--- config.mk ---
export PLATFORM = sky130hd
export DESIGN_NAME = hazard_ctrl
export DESIGN_NICKNAME = d
export VERILOG_FILES = /design/src/rtl/hazard_ctrl_pkg.sv /design/src/rtl/hazard_perf_cnt.sv /design/src/rtl/hazard_ctrl.sv
export SDC_FILE = /design/constraint.sdc
export NUM_CORES = 1
export LEC_CHECK = 0
export ABC_AREA = 1
export CAP_MARGIN = 20
export CORE_AREA = 5 5 42 44
export CTS_BUF_LIST = sky130_fd_sc_hd__clkbuf_16
export DETAILED_ROUTE_END_ITERATION = 7
export DIE_AREA = 0 0 47 49
export GPL_ROUTABILITY_DRIVEN = 1
export PLACE_DENSITY = 0.62
export RECOVER_POWER = 100
export SYNTH_ARGS = -nofsm -noshare
export SYNTH_HDL_FRONTEND = slang
export SYNTH_SLANG_ARGS = --single-unit
--- constraint.sdc ---
create_clock -name clk -period 2.3 [get_ports clk]
set_clock_uncertainty 0.2 [all_clocks]
set_input_delay 0.46 -clock clk [delete_from_list [all_inputs] [get_ports clk]]
set_output_delay 0.46 -clock clk [all_outputs]
set_load 0.1 [all_outputs]
--- src/rtl/hazard_ctrl_pkg.sv ---
// Shared definitions for the pipeline hazard controller: state encoding,
// register-index width and the load-use compare.
package hazard_ctrl_pkg;

  localparam int REG_W = 5;
  localparam logic [REG_W-1:0] REG_ZERO = 5'd0;

  typedef enum logic {
    HC_RUN   = 1'b0,
    HC_STALL = 1'b1
  } hc_state_t;

  // $zero is hard-wired, so a load targeting it never creates a dependency.
  function automatic logic load_use(
    input logic             memread,
    input logic [REG_W-1:0] ex_rt,
    input logic [REG_W-1:0] id_rs,
    input logic [REG_W-1:0] id_rt,
    input logic             uses_rt
  );
    return memread && (ex_rt != REG_ZERO) &&
           ((ex_rt == id_rs) || (uses_rt && (ex_rt == id_rt)));
  endfunction

endpackage

--- src/rtl/hazard_perf_cnt.sv ---
// Saturating 32-bit event counter with synchronous clear; only built when
// HAZARD_PERF_EN is defined.
`ifdef HAZARD_PERF_EN
module hazard_perf_cnt (
  input  logic        clk,
  input  logic        clr,
  input  logic        inc,
  output logic [31:0] count
);

  always_ff @(posedge clk) begin
    if (clr) begin
      count <= 32'd0;
    end else if (inc && (count != 32'hFFFF_FFFF)) begin
      count <= count + 32'd1;
    end
  end

endmodule
`endif

--- src/rtl/hazard_ctrl.sv ---
// Load-use stall and taken-branch squash control beside the ID stage.
// HAZARD_PERF_EN adds stall_cycles / flush_count performance counters.
//
// state    | meaning
// HC_RUN   | normal issue; evaluates branch and load-use each cycle
// HC_STALL | extra load-use bubbles pending; cnt holds bubbles left
module hazard_ctrl
  import hazard_ctrl_pkg::*;
#(
  parameter int LU_BUBBLES = 1,
  parameter int CNT_W      = 2
) (
  input  logic             clk,
  input  logic             rst,
  input  logic [REG_W-1:0] IF_ID_rs,
  input  logic [REG_W-1:0] IF_ID_rt,
  input  logic             IF_ID_uses_rt,
  input  logic [REG_W-1:0] ID_EX_rt,
  input  logic             ID_EX_memread,
  input  logic             branch_taken,
  output logic             ctrl,
  output logic             pc_write,
  output logic             IF_ID_write,
  output logic             IF_ID_flush,
`ifdef HAZARD_PERF_EN
  output logic [31:0]      stall_cycles,
  output logic [31:0]      flush_count,
`endif
  output logic             stall_active
);

  hc_state_t        state, state_nxt;
  logic [CNT_W-1:0] cnt, cnt_nxt;
  logic             lu;

  assign lu = load_use(ID_EX_memread, ID_EX_rt, IF_ID_rs, IF_ID_rt, IF_ID_uses_rt);

  // Mealy outputs: they must act on the very edge that follows detection.
  always_comb begin
    ctrl         = 1'b1;
    pc_write     = 1'b1;
    IF_ID_write  = 1'b1;
    IF_ID_flush  = 1'b0;
    stall_active = 1'b0;
    state_nxt    = state;
    cnt_nxt      = cnt;
    if (rst) begin
      ctrl        = 1'b0;
      pc_write    = 1'b0;
      IF_ID_write = 1'b0;
      IF_ID_flush = 1'b1;
      state_nxt   = HC_RUN;
      cnt_nxt     = '0;
    end else if (branch_taken) begin
      ctrl        = 1'b0;
      IF_ID_flush = 1'b1;
      state_nxt   = HC_RUN;
      cnt_nxt     = '0;
    end else if (state == HC_STALL) begin
      ctrl         = 1'b0;
      pc_write     = 1'b0;
      IF_ID_write  = 1'b0;
      stall_active = 1'b1;
      cnt_nxt      = cnt - CNT_W'(1);
      if (cnt == CNT_W'(1)) state_nxt = HC_RUN;
    end else if (lu) begin
      ctrl         = 1'b0;
      pc_write     = 1'b0;
      IF_ID_write  = 1'b0;
      stall_active = 1'b1;
      if (LU_BUBBLES > 1) begin
        state_nxt = HC_STALL;
        cnt_nxt   = CNT_W'(LU_BUBBLES - 1);
      end
    end
  end

  always_ff @(posedge clk) begin
    if (rst) begin
      state <= HC_RUN;
      cnt   <= '0;
    end else begin
      state <= state_nxt;
      cnt   <= cnt_nxt;
    end
  end

`ifdef HAZARD_PERF_EN
  hazard_perf_cnt u_stall_cnt (
    .clk   (clk),
    .clr   (rst),
    .inc   (stall_active),
    .count (stall_cycles)
  );

  hazard_perf_cnt u_flush_cnt (
    .clk   (clk),
    .clr   (rst),
    .inc   (IF_ID_flush & ~rst),
    .count (flush_count)
  );
`endif

endmodule

==> out/results.ini, run 1 <==
[outcome]
run_status=complete, no violations

[die]
fp.coreArea_sq_um=1400
ios=25
die_y_um=49
dieArea_sq_um=2300
start_util_pct=26.7
die_w_um=47
rows=14

[cts]
cts_tree=yes
clock_latency_ps=220
cts_made_buffers=3
clk_pin_slew_worst_paths_ps=30
htreeDepth=1
cts.sinks=3
clk_path_buf_depth=2
post_cts_buffers=0
cts_root_buf=clkbuf_16

[setup_path]
crit_family=buffers and inverters
cp_max_fo=2
ff2ff_path_depth=4
crit_end=pc_write
reg2reg_setup_slack_ps=1130
crit_required_ps=1640
startpoint_type=input pin
endpoint_kind=output port
worst_path_max_delay_cell=dlygate4sd2_1
worstSetupStartpoint=IF_ID_rs[2]
critPathBufInv=2
r2r-end=cnt[1]
slowest_delay_ps=240
crit_arrival_ps=1560
crit_path_cell_trace=dlygate4sd2_1, xnor2_1, nand3_1, nand2_1, nand2_2, nand2_4, a21oi_4, buf_12
crit_type=input pin to output port
cp.depth=8
rr_startpoint=cnt[1]

[power]
total_power_w=0.000437
power.leakage_nw=0.415
ir_drop_uv=737
power.density_nw_per_um2=594

[logic_synthesis]
ys_seq_area_share_pct=16.1
synthTopCellsByArea=nand2_1 28%, dfxtp_1 16%, inv_1 15%, nor2_1 8.0%, a21oi_2 4.7%
synth_top_area_share_pct=28.1
syn_nets=94
syn_avg_cell_area_sq_um=5.12
synth_top_cell_by_area=nand2_1
netlist_instances=73
syn_area_sq_um=374
ys_seq_elements=3
synth.yosys.warnings=0
ys_types=19

[flow_run]
drv_cap=0

[sta]
rsz0062_at_grt=false
fin_ws_ps=78.8
setup_violations=0
relSlewSlack_pct=79.7
finalHoldViolations=0
fmax_mhz=450
tightest_slew_ps=304
slew_violations=0
tns_ps=0
period_needed_ps=2220
post-route-period-util_pct=96.6

[placed_design]
port_buffers=24
dpl_worst_slack_ps=-332
postPlaceCellArea_sq_um=739
place_congestion=0.680
dp_hpwl_um=852

[final_layout]
finish.utilization_pct=52.4
final_common_cell=nand2_1
fin_area_sq_um=734
drive_gt1_share_pct=34.3
fill_cells=156
mostFrequentLayoutCells=28 x nand2_1, 13 x inv_1, 9 x clkbuf_2, 6 x nor2_1, 4 x buf_4
register_area_sq_um=60.1
num_antenna_cells=0
multi_input_area_sq_um=263
final_nets=124
syn_to_final_growth_pct=96.3

[hold_path]
worstHoldPathType=flop to flop

[global_routing]
antenna_found_initial=0
grt_first_pass_wirelength_mm=1.61
grt_usage_pct=9.35
grt_pass1_vias=449
grt_overflow=0
grt_max_degree=8

[drt]
num_vias=487
antenna_left=0
via_per_inst=4.13
drc=0
wl_mm=1.01
drt_first_pass_iters=1
wl_per_cell_um=8.53
first_iter_violations=0

-- tightest hold or removal path, cell delays in order, from the launching register on --
cell and delay, ps:
dfxtp_1 290, inv_1 70, a211oi_1 70
-- layer usage --
layer	up-vias	global-route usage (%)	routed length [um]
met5	-	0	0
met3	0	6.27	130
li1	271	-	-
met1	198	11.1	416
met2	18	14.0	460
met4	0	1.38	0
-- registers in the layout (all words and copies together) (netlist names) --
| name | cells |
|---|---|
| state | 1 |
| cnt | 2 |
-- report_power, final --
part | total (W) | switching, W | internal, W
logic | 0.000116 | 0.0000690 | 0.0000468
clock network | 0.000268 | 0.0000445 | 0.000224
registers | 0.0000524 | 0 | 0.0000524
total | 0.000437 | 0.000113 | 0.000323
-- worst min-delay path by stage --
stage                  end  cells after the start  startpoint  slack, ps
global route        cnt[1]                      2      cnt[1]        300
global placement    cnt[1]                      2      cnt[1]        260
floorplan           cnt[1]                      2      cnt[1]        240
CTS                 cnt[1]                      2      cnt[1]        280
finish              cnt[1]                      2      cnt[1]        280
detailed placement  cnt[1]                      2      cnt[1]        260
-- Yosys cell counts --
| library cell | count |
|---|---|
| inv_1 | 15 |
| inv_2 | 2 |
| a211oi_1 | 1 |
| nor3_1 | 1 |
| buf_4 | 1 |
| or2_2 | 1 |
| o21ai_1 | 1 |
| nand3_1 | 2 |
| nand2_2 | 2 |
| buf_2 | 1 |
| nand4_1 | 1 |
| or2_1 | 1 |
| dfxtp_1 | 3 |
| nor2_1 | 8 |
| a21oi_1 | 1 |
| nand2_1 | 28 |
| xnor2_1 | 1 |
| ha_1 | 1 |
| a21oi_2 | 2 |
-- cell families (layout without fill, tap and decap cells) --
family,after synthesis,after routing,share of synthesized area [%]
XOR/XNOR,1,1,2.34
adder cells (fa/ha/maj),1,1,3.34
AND/OR/NAND/NOR,44,44,48.5
AO/OA/AOI/OAI,5,5,9.36
buffers and inverters,19,48,20.4
flip-flops,3,3,16.1
-- metrics by stage --
step	hold slack (ps)	instances
after floorplan	244	73
final	277	118
after CTS	279	119
after detailed placement	262	115
after global routing	302	118
after global placement	258	115
-- what timing repair did --
item	CTS	global route
gates resized for setup	26	24
setup endpoints to repair	4	4
hold buffers	0	0
pin swaps	9	11
-- layout make-up --
class                      count  area share [%]
timing repair buffer          27            31.2
sequential                     3            8.18
clock buffer                   3            10.2
multi-input combinational     51            35.8
inverter                      17            11.4
tap                           16            2.73
clock inverter                 1           0.511
Power figures use the tool's default switching activity.
==> run 2, diff against run 1 <==
--- a/config.mk
+++ b/config.mk
@@ -8,7 +8,7 @@
 export ABC_AREA = 1
 export CAP_MARGIN = 20
 export CORE_AREA = 5 5 42 44
-export CTS_BUF_LIST = sky130_fd_sc_hd__clkbuf_16
+export CTS_BUF_LIST = sky130_fd_sc_hd__clkbuf_4
 export DETAILED_ROUTE_END_ITERATION = 7
 export DIE_AREA = 0 0 47 49
 export GPL_ROUTABILITY_DRIVEN = 1
==> run 2 against run 1 <==
First-iteration DRC count unchanged. Setup slack is essentially flat. Sequential power barely moved.
==> out/results.ini, run 2 (same netlist as run 1, synthesis figures left out) <==
[outcome]
run_status=complete, no violations

[cts]
cts.sinks=3
clk_path_buf_depth=2
cts_made_buffers=3
cts_root_buf=clkbuf_4
clk_pin_slew_worst_paths_ps=30
cts_tree=yes
clock_latency_ps=230
htreeDepth=1

[drt]
first_iter_violations=0
via_per_inst=4.14
wl_met1_um=399
wl_um=989
route.met3.wl_um=138
wl_per_cell_um=8.38
maxUsedRoutingLayer=met3
antenna_left=0
drt_first_pass_iters=1
wl_met2_um=452
drc=0
num_vias=489

[hold_path]
hold_path_startpoint=cnt[1]
worstHoldPathType=flop to flop
min_path_cells=2
whs_endpoint=cnt[1]

[setup_path]
endpoint_kind=output port
cp_max_fo=2
crit_required_ps=1640
ff2ff_path_depth=4
crit_type=input pin to output port
reg2reg_setup_slack_ps=1150
crit_family=buffers and inverters
critPathBufInv=2
r2r-end=cnt[1]
slowest_delay_ps=240
crit_arrival_ps=1560
crit_path_cell_trace=dlygate4sd2_1, xnor2_1, nand3_1, nand2_1, nand2_2, nand2_4, a21oi_4, buf_12
worst_path_max_delay_cell=dlygate4sd2_1
rr_startpoint=cnt[1]
startpoint_type=input pin

[power]
total_power_w=0.000272
power.density_nw_per_um2=397
pwr-share-clk_pct=38.2
ir_drop_uv=367
internal_power_w=0.000176
p_switching_w=0.0000962
power_frac_seq_pct=19.2
power.leakage_nw=0.391
switching_share_pct=35.3
p_comb_share_pct=42.5

[final_layout]
final_nets=124
fill_cells=161
num_antenna_cells=0
drive_gt1_share_pct=35.3
syn_to_final_growth_pct=83.3
finish.utilization_pct=48.9
final_common_cell=nand2_1
largest_register_ffs=2
largest-register=cnt
reg.largest.list=cnt (2), state (1)
mostFrequentLayoutCells=28 x nand2_1, 12 x inv_1, 9 x clkbuf_2, 6 x nor2_1

[placed_design]
place_congestion=0.680
dp_hpwl_um=852
port_buffers=24

[die]
dieArea_sq_um=2300
die_y_um=49
ios=25
rows=14
fp.coreArea_sq_um=1400
start_util_pct=26.7
die_w_um=47

[global_routing]
antenna_found_initial=0
grt_pass1_vias=426
grt_max_degree=8
grt_first_pass_wirelength_mm=1.57
grt_overflow=0
grt_usage_pct=9.13

[sta]
tns_ps=0
slew_violations=0
hold_ws_ps=270
post-route-period-util_pct=96.6
setup_violations=0
tightest_slew_ps=300
rsz0062_at_grt=false
relSlewSlack_pct=79.9
fmax_mhz=450
period_needed_ps=2220
finalHoldViolations=0

[flow_run]
drv_cap=0

==> run 2: cell types whose count changed in the layout (fill, tap and decap cells not counted) <==
cell / previous run / this run
clkbuf_4: 0 / 4
clkbuf_16: 3 / 0
inv_1: 13 / 12
==> run 2: area by class of cell <==
type / instances / area (sq um) / share of cell area, %
multi-input cells: 51 / 263 / 38.3
repair buffers: 27 / 229 / 33.4
inverters: 17 / 83.8 / 12.2
flip-flops and latches: 3 / 60.1 / 8.76
clock buffers: 4 / 30.0 / 4.38
well taps: 16 / 20.0 / 2.92
==> run 2: layer usage <==
metal | up-vias | track usage (%)
met5 | - | 0
met4 | 0 | 1.38
met3 | 0 | 6.27
met2 | 19 | 13.3
met1 | 199 | 11.1
li1 | 271 | -
==> run 2: worst max path at each step <==
stage	cells after the start	slack (ps)	start	end
2_1_floorplan	3	-230	rst	ctrl
3_3_place_gp	11	-320	ID_EX_rt[0]	pc_write
3_5_place_dp	11	-330	ID_EX_rt[0]	pc_write
4_1_cts	9	1	ID_EX_rt[1]	pc_write
5_1_grt	11	1	IF_ID_rs[4]	IF_ID_write
6_report	8	80	IF_ID_rs[2]	pc_write
==> run 2: metrics by stage <==
step	setup WS (ps)	instance area, sq um	std cells
final	79.0	686	118
after global routing	1.37	686	118
after CTS	1.24	759	119
after detailed placement	-332	739	115
after global placement	-319	739	115
after floorplan	-229	424	73
==> run 2: power by group through the flow <==
stage	Combinational [W]	Sequential (W)	Clock, W
detailed placement	0.000134	0.0000531	0
finish	0.000116	0.0000524	0.000104
CTS	0.000127	0.0000523	0.000109
global placement	0.000133	0.0000531	0
global route	0.000125	0.0000522	0.000119
floorplan	0.0000703	0.0000531	0
==> run 2: tightest hold or removal path: cells and delay by family (launching register included) <==
| family | cells | cell delay [ps] |
|---|---|---|
| flip-flops | 1 | 290 |
| AO/OA/AOI/OAI | 1 | 70 |
| buffers and inverters | 1 | 60 |
==> run 2: repair_timing <==
item,in CTS,in global routing
endpoints found under the setup margin,4,4
setup buffers,0,0
pin swaps,9,11
hold buffers,0,0
gates cloned,0,0
resized for setup,26,24
==> run 3, diff against run 2 <==
--- a/config.mk
+++ b/config.mk
@@ -9,6 +9,7 @@
 export CAP_MARGIN = 20
 export CORE_AREA = 5 5 42 44
 export CTS_BUF_LIST = sky130_fd_sc_hd__clkbuf_4
+export CTS_CLUSTER_DIAMETER = 80
 export DETAILED_ROUTE_END_ITERATION = 7
 export DIE_AREA = 0 0 47 49
 export GPL_ROUTABILITY_DRIVEN = 1
==> results of run 3 <==
Final layout, timing and power as in run 2 (identical DEF).
